### src/rtl/cpu_run_ctrl.sv
// Run/step/halt controller: gates CPU commits, counts retired instructions, stops on a
// PC breakpoint and lends the register bank read port to a debug reader while halted.
// Optional build macro RUN_ON_RESET_EN: leave reset free-running instead of halted.
module cpu_run_ctrl #(
  parameter int CNT_W = 16,
  parameter int PC_W  = 10,
  parameter int RA_W  = 4,
  parameter int DW    = 8
) (
  input  logic             clk,
  input  logic             reset,
  input  logic             cmd_valid,
  output logic             cmd_ready,
  input  logic [1:0]       cmd_op,
  input  logic [CNT_W-1:0] cmd_count,
  input  logic [PC_W-1:0]  pc,
  input  logic             bp_en,
  input  logic [PC_W-1:0]  bp_addr,
  output logic             cpu_en,
  output logic             halted,
  output logic             bp_hit,
  output logic [CNT_W-1:0] retired,
  input  logic             dbg_req,
  input  logic [RA_W-1:0]  dbg_addr,
  output logic             dbg_gnt,
  output logic [DW-1:0]    dbg_data,
  output logic             rb_sel,
  output logic [RA_W-1:0]  rb_raddr,
  input  logic [DW-1:0]    rb_rdata
);

  localparam logic [2:0] ST_HALT = 3'd0;
  localparam logic [2:0] ST_RUN  = 3'd1;
  localparam logic [2:0] ST_STEP = 3'd2;
  localparam logic [2:0] ST_RUNN = 3'd3;
  localparam logic [2:0] ST_DBG  = 3'd4;

  localparam logic [1:0] OP_RUN  = 2'b00;
  localparam logic [1:0] OP_HALT = 2'b01;
  localparam logic [1:0] OP_STEP = 2'b10;

  localparam logic [CNT_W-1:0] ONE = {{(CNT_W-1){1'b0}}, 1'b1};

`ifdef RUN_ON_RESET_EN
  localparam logic [2:0] RST_STATE = ST_RUN;
`else
  localparam logic [2:0] RST_STATE = ST_HALT;
`endif

  logic [2:0]       state_q, state_d;
  logic             first_q, first_d;
  logic             bp_hit_q, bp_hit_d;
  logic [CNT_W-1:0] rem_q, rem_d;
  logic [CNT_W-1:0] retired_q, retired_d;
  logic [RA_W-1:0]  dbg_addr_q, dbg_addr_d;
  logic             dbg_gnt_q, dbg_gnt_d;
  logic [DW-1:0]    dbg_data_q, dbg_data_d;

  logic active, bp_stop, cmd_acc;

  assign active    = (state_q == ST_RUN) || (state_q == ST_STEP) || (state_q == ST_RUNN);
  // The first cycle after any command ignores the breakpoint so a resume executes it.
  assign bp_stop   = bp_en && (pc == bp_addr) && !first_q && (state_q != ST_STEP);
  assign cpu_en    = active && !bp_stop && !reset;
  assign cmd_ready = (state_q != ST_DBG);
  assign cmd_acc   = cmd_valid && cmd_ready;

  assign halted    = !active;
  assign bp_hit    = bp_hit_q;
  assign retired   = retired_q;
  assign dbg_gnt   = dbg_gnt_q;
  assign dbg_data  = dbg_data_q;
  assign rb_sel    = (state_q == ST_DBG);
  assign rb_raddr  = dbg_addr_q;

  always_comb begin
    state_d    = state_q;
    first_d    = first_q;
    bp_hit_d   = bp_hit_q;
    rem_d      = rem_q;
    dbg_addr_d = dbg_addr_q;
    dbg_gnt_d  = 1'b0;
    dbg_data_d = dbg_data_q;
    retired_d  = retired_q + {{(CNT_W-1){1'b0}}, cpu_en};
    if (active) first_d = 1'b0;

    if (cmd_acc) begin
      bp_hit_d = 1'b0;
      first_d  = 1'b1;
      case (cmd_op)
        OP_RUN:  state_d = ST_RUN;
        OP_HALT: begin
          state_d = ST_HALT;
          rem_d   = '0;
        end
        OP_STEP: state_d = ST_STEP;
        default: begin
          if (cmd_count == '0) begin
            state_d = ST_HALT;
            rem_d   = '0;
          end else begin
            state_d = ST_RUNN;
            rem_d   = cmd_count;
          end
        end
      endcase
    end else begin
      case (state_q)
        ST_HALT: begin
          if (dbg_req) begin
            state_d    = ST_DBG;
            dbg_addr_d = dbg_addr;
          end
        end
        ST_RUN: begin
          if (bp_stop) begin
            state_d  = ST_HALT;
            bp_hit_d = 1'b1;
            rem_d    = '0;
          end
        end
        ST_STEP: state_d = ST_HALT;
        ST_RUNN: begin
          if (bp_stop) begin
            state_d  = ST_HALT;
            bp_hit_d = 1'b1;
            rem_d    = '0;
          end else if (cpu_en && (rem_q != '0)) begin
            rem_d = rem_q - ONE;
            if (rem_q == ONE) state_d = ST_HALT;
          end
        end
        ST_DBG: begin
          state_d    = ST_HALT;
          dbg_gnt_d  = 1'b1;
          dbg_data_d = rb_rdata;
        end
        default: state_d = ST_HALT;
      endcase
    end
  end

  always_ff @(posedge clk or posedge reset) begin
    if (reset) begin
      state_q    <= RST_STATE;
      first_q    <= 1'b1;
      bp_hit_q   <= 1'b0;
      rem_q      <= '0;
      retired_q  <= '0;
      dbg_addr_q <= '0;
      dbg_gnt_q  <= 1'b0;
      dbg_data_q <= '0;
    end else begin
      state_q    <= state_d;
      first_q    <= first_d;
      bp_hit_q   <= bp_hit_d;
      rem_q      <= rem_d;
      retired_q  <= retired_d;
      dbg_addr_q <= dbg_addr_d;
      dbg_gnt_q  <= dbg_gnt_d;
      dbg_data_q <= dbg_data_d;
    end
  end

endmodule

### config.mk
export PLATFORM = sky130hd
export DESIGN_NAME = cpu_run_ctrl
export DESIGN_NICKNAME = d
export VERILOG_FILES = /design/src/rtl/cpu_run_ctrl.sv
export SDC_FILE = /design/constraint.sdc
export NUM_CORES = 1
export LEC_CHECK = 0
export ABC_AREA = 1
export BUFFER_PORTS_ARGS = -buffer_cell sky130_fd_sc_hd__buf_2
export CORE_MARGIN = 2
export CORE_UTILIZATION = 45
export DETAILED_ROUTE_END_ITERATION = 10
export PLACE_DENSITY = 0.72
export SLEW_MARGIN = 20
export SYNTH_ARGS = -nofsm -noshare
export SYNTH_HDL_FRONTEND = slang
export SYNTH_SLANG_ARGS = --single-unit
### constraint.sdc
create_clock -name clk -period 5.9 [get_ports clk]
set_input_delay 0.59 -clock clk [delete_from_list [all_inputs] [get_ports clk]]
set_output_delay 0.59 -clock clk [all_outputs]
set_load 0.01 [all_outputs]
## After elaboration in Yosys (flattened, before gate mapping)

Index checks and enable logic that the tools add are counted.
Widths: inputs -> output; s select.

| word-level totals | value |
|---|---|
| output and inout port bits | 34 |
| bits in registers | 50 |

| operators by class | value |
|---|---|
| eq/ne operators | 15 |
| reductions and logical operators | 28 |
| bitwise logic cells | 1 |
| $add $sub $neg | 2 |
| muxes and demuxes | 23 |

Operators with widths:

| cell | count |
|---|---|
| $mux 16 | 5 |
| $pmux 16 s2 | 2 |
| $mux 3 | 6 |
| $add 16x1->16 | 1 |
| $eq 16x1->1 const B | 1 |
| $logic_not 16->1 | 1 |
| $reduce_bool 16->1 | 1 |
| $sub 16x1->16 const B | 1 |
| $eq 10x10->1 | 1 |
| $ne 3x3->1 const B | 3 |
| $pmux 3 s3 | 1 |
| $ne 4x3->1 const B | 2 |
| $reduce_and 4->1 | 2 |
| $logic_and 1x1->1 | 7 |
| $mux 1 | 7 |
| $eq 3x2->1 const B | 2 |
| $pmux 2 s3 | 1 |
| $reduce_bool 2->1 | 3 |
| $logic_not 1->1 | 4 |
| $reduce_and 2->1 | 2 |
| $reduce_or 2->1 | 2 |
| $eq 3x1->1 const B | 1 |
| $eq 3x3->1 const B | 1 |
| $logic_not 3->1 | 1 |
| other kinds (10) | 11 |

## Logic depth before layout (Yosys ltp)

| logic depth | value |
|---|---|
| depth after elaboration | 12 |
| depth in mapped cells | 15 |
| mapped depth without buffers | 15 |

## Worst setup path before layout

No wires, ideal clock.

| path | value |
|---|---|
| path kind | flip-flop to flip-flop |
| start point | register state_q[2] |
| end point | register retired_q[14], in the netlist retired[14] |
| setup time | 0.079 ns |
| data required time | 5.821 ns |
| path buffers | 0 |
| arrival time | 2.535 ns |
| stages on the path, launching flop included | 13 |
| path slack | 3.286 ns |
| cells stage by stage | dfrtp_1 -> inv_1 -> o21ai_0 -> nor2_1 -> a21boi_0 -> ha_1 -> ha_1 -> nand3_1 -> nand3b_1 -> nor2_1 -> nand4_1 -> nor2_1 -> xor2_1 |

| between the ends | value |
|---|---|
| word-level cells in the longest chain between the ends | 6 |

RTL lines:

| item | RTL line | RTL |
|---|---|---|
| start: declaration | 50 | `logic [2:0] state_q, state_d;` |
| start signal: assignment | 154 | `state_q <= state_d;` |
| $eq 3x1->1 (tied with other cells) | 61 | `assign active = (state_q == ST_RUN) \|\| (state_q == ST_STEP) \|\| (state_q == ST_RUNN);` |
| $logic_or 1x1->1 or $logic_and 1x1->1 (tied branches) | 61, 63 |  |
| $logic_or 1x1->1 or $logic_not 1->1 (tied branches) | 61, 64 |  |
| $logic_and 1x1->1 * (2 in a row) | 64 | `assign cpu_en = active && !bp_stop && !reset;` |
| named net cpu_en | 19 | `output logic cpu_en,` |
| $add 16x1->16 * | 84 | `retired_d = retired_q + {{(CNT_W-1){1'b0}}, cpu_en};` |
| named net retired_d[14] | 54 | `logic [CNT_W-1:0] retired_q, retired_d;` |
| end signal: assignment | 158 | `retired_q <= retired_d;` |
| end: declaration | 54 |  |

Mark *: on every way through the listed nets, which the timed path passes. The rest lies on a longest branch.
A chain may end at the register's enable or synchronous reset.

## Final worst setup path

| path | value |
|---|---|
| start point | register state_q[2] |
| end point | register retired_q[14], in the netlist retired[14] |

| between the ends | value |
|---|---|
| word-level cells in the longest chain between the ends | 6 |

RTL lines:

| item | RTL line |
|---|---|
| $eq 3x1->1 (tied with other cells) | 61 |
| $logic_or 1x1->1 or $logic_and 1x1->1 (tied branches) | 61, 63 |
| $logic_or 1x1->1 or $logic_not 1->1 (tied branches) | 61, 64 |
| $logic_and 1x1->1 * (2 in a row) | 64 |
| $add 16x1->16 * | 84 |
| named net retired_d[14] | 54 |

Marked as above.

==> flow_summary.ini <==
[status]
outcome = complete, no violations

[logic_synthesis]
avgSynthCellArea_um2 = 7.52
synth_edf_count = 0
syn-cell-area_mm2 = 0.00327
synth_warnings = 0
synth_cells = 434
synth-xor-area-share_pct = 5.63
ys_seq_elements = 50
synth_simple_gate_area_share_pct = 42.2
async_flop_share_pct = 100
ys_types = 38
synth_fa_ha_area_share_pct = 1.53
synth_compound_area_share_pct = 3.18
synth_nets = 493
synth_mux_area_share_pct = 0
synthFlopType = dfrtp_1
ys_seq_area_share_pct = 38.4
synth_top_family_by_area = simple AND/OR/NAND/NOR gates

[critical_path]
worst-setup-path-type = reg -> reg
r2r_setup_slack_ns = 3.24
crit_fanout = 3
crit_path_cell_trace = inv_1 > o21ai_0 > nor2_1 > a21boi_0 > ha_1 > ha_1 > nand3_1 > nand3b_1 > nor2_1 > nand4_1 > nor2_1 > xor2_1
crit_top_cell = nor2_1
r2r_start = state_q[2]
critPathCaptureType = flip-flop
crit_arrival_ns = 2.89
cp_data_required_time_ns = 6.13
startpoint_type = flip-flop
r2r_cells = 12
max_stage_delay_ns = 0.41
r2r-end = retired[14]
slowest_stage = dfrtp_1

[timing]
hold_slack_ns = 0.436
setup_viol_count_final = 0
hold_violations = 0
fin_tns_setup_ns = 0
fmax_mhz = 375
slew_viol_final = 0
relSlewSlack_pct = 43.4
finalCritPeriodShare_pct = 45.2
clock_skew_ns = 0.00503
finalCriticalPeriod_ns = 2.66
tightest_slew_ns = 0.847
grt_setup_unrepaired = no

[clock_network]
cts_tree = yes
cts_root_buffer = clkbuf_8
ctsResizeCount = 0
cts_setup_buffers = 0
clkTransAtPathRegs_ns = 0.09
clock_sinks = 50
clock_latency_ns = 0.30
hold_buffers = 0
cts_buffer_depth = 2
cts_max_level = 2
cts_made_buffers = 5

[route]
vias_per_cell = 4.96
ant_nets = 0
wl_per_cell_um = 12.3
drc = 0
dr.first_iter.drc_count = 137
wl_mm = 7.59
firstDrtPassIters = 4
dr_total_vias = 3063

[layout]
design_area_mm2 = 0.00384
n_antenna_cell = 0
nFillCells = 727
final_util_pct = 53.8
area.growth.synth_to_final_pct = 17.5
final_nets = 578
layout-drive-gt1-share_pct = 27.0

[global_routing]
grt-ovfl-total = 0
grt_pass1_wl_mm = 12.5
grt_max_degree = 51
grtUsageTotal_pct = 19.9
grt_antenna_before_repair = 0
grt_pass1_vias = 2915

[run]
maxCapViolations = 0

[die]
start_util_pct = 45.8
die_h_um = 89.2
num_rows = 31
fp.dieW_um = 89.2
core_area_mm2 = 0.00714
die-area_mm2 = 0.00795
num_io_pins = 89

[place]
portBuffers = 88
postPlaceCellArea_mm2 = 0.00375
gp_congestion = 0.845
hpwl_mm = 5.79

[worst_hold_path]
hp-class = in -> async

[pwr]
power_density_mw_per_mm2 = 327
peakVddDrop_v = 0.000131
p_leak_nw = 2.21
[layout make-up]
cell class	count	area [um^2]	area share, %
clock buffers	5	68.8	1.79
clock inverters	2	15.0	0.391
inverters	54	221	5.77
multi-input cells	320	1720	44.7
flip-flops and latches	50	1250	32.6
well taps	99	124	3.23
repair buffers	88	440	11.5
[through the flow]
| step | setup slack, ns | cells | total power, mW |
|---|---|---|---|
| finish | 3.24 | 618 | 1.25 |
| global route | 2.84 | 618 | 1.36 |
| CTS | 3.19 | 618 | 1.26 |
| detailed placement | 3.09 | 611 | 1.07 |
| global placement | 3.18 | 611 | 1.05 |
| floorplan | 3.29 | 434 | 0.910 |
[cells by family (layout without fill, tap and decap cells)]
group                      Yosys count  in the layout
xor gates and xnor gates            21             21
buffers and inverters               64            149
AOI/OAI and AO/OA                   15             15
and+or+nand+nor                    280            280
adders and majority gates            4              4
DFF                                 50             50
[metal layers]
metal / track usage, % / wire length [um] / vias to the layer above
met5: 0 / 0 / -
met1: 25.9 / 3360 / 1406
met3: 2.86 / 487 / 9
met4: 5.43 / 78 / 0
met2: 34.5 / 3660 / 107
li1: - / - / 1541
[cells in the final DEF (no fill, tap or decap), types with 2 or more instances in the layout]
cell type   count
nand2_1       138
buf_2          88
nand3_1        51
dfrtp_1        49
inv_1          48
nor2_1         36
nand4_1        18
xor2_1         14
nand2_2        13
xnor2_1         7
nor2_4          5
o21ai_0         5
clkbuf_8        5
nor2_2          4
ha_1            4
nand2_4         3
nand2_8         3
inv_2           2
nand3_2         2
inv_4           2
nor2_8          2
nor3_2          2
nor4_1          2
o211ai_1        2
clkinvlp_4      2
[flip-flops by register name, indices dropped and copies added, names as in the netlist]
register / flops
rem_q: 16
retired: 16
dbg_data: 8
rb_raddr: 4
state_q: 3
bp_hit: 1
dbg_gnt: 1
first_q: 1
[critical path: cells and delay by family (launching register included)]
family	cells	cell delay (ns)
and+or+nand+nor	6	1.01
AOI/OAI and AO/OA	2	0.50
adders and majority gates	2	0.42
DFF	1	0.41
xor gates and xnor gates	1	0.16
buffers and inverters	1	0.09
[synth_stat cells (2+ instances only)]
master,n,area [um^2]
nand4_1,18,113
nand2_8,3,60.1
o21ai_0,5,25.0
nand2_1,138,518
nand3_1,51,255
nor4_1,2,12.5
dfrtp_1,49,1230
nor2_8,2,40.0
nand2_2,13,81.3
xnor2_1,7,61.3
nor2_2,4,25.0
buf_2,4,20.0
o211ai_1,2,15.0
inv_1,49,184
ha_1,4,50.1
clkbuf_1,2,7.51
nand3_2,2,20.0
nand2_4,3,33.8
inv_2,2,7.51
nor2_4,5,56.3
buf_6,2,22.5
inv_4,2,12.5
nor3_2,2,20.0
nor2_1,36,135
xor2_1,14,123
[report_power, final]
group          switching, mW  internal, mW
Sequential            0.0830         0.434
Clock                  0.112        0.0811
Combinational          0.337         0.207
[how the worst max path moves through the flow]
stage,from,end,slack [ns],cells past startpoint
3_5_place_dp,bp_addr[2],retired[14],3.09,16
4_1_cts,state_q[2],retired[14],3.19,12
5_1_grt,state_q[2],retired[14],2.84,12
6_report,state_q[2],retired[14],3.24,12
3_3_place_gp,pc[4],retired[14],3.18,16
2_1_floorplan,state_q[2],retired[14],3.29,12
No activity file was read; power rests on OpenSTA's default activity.
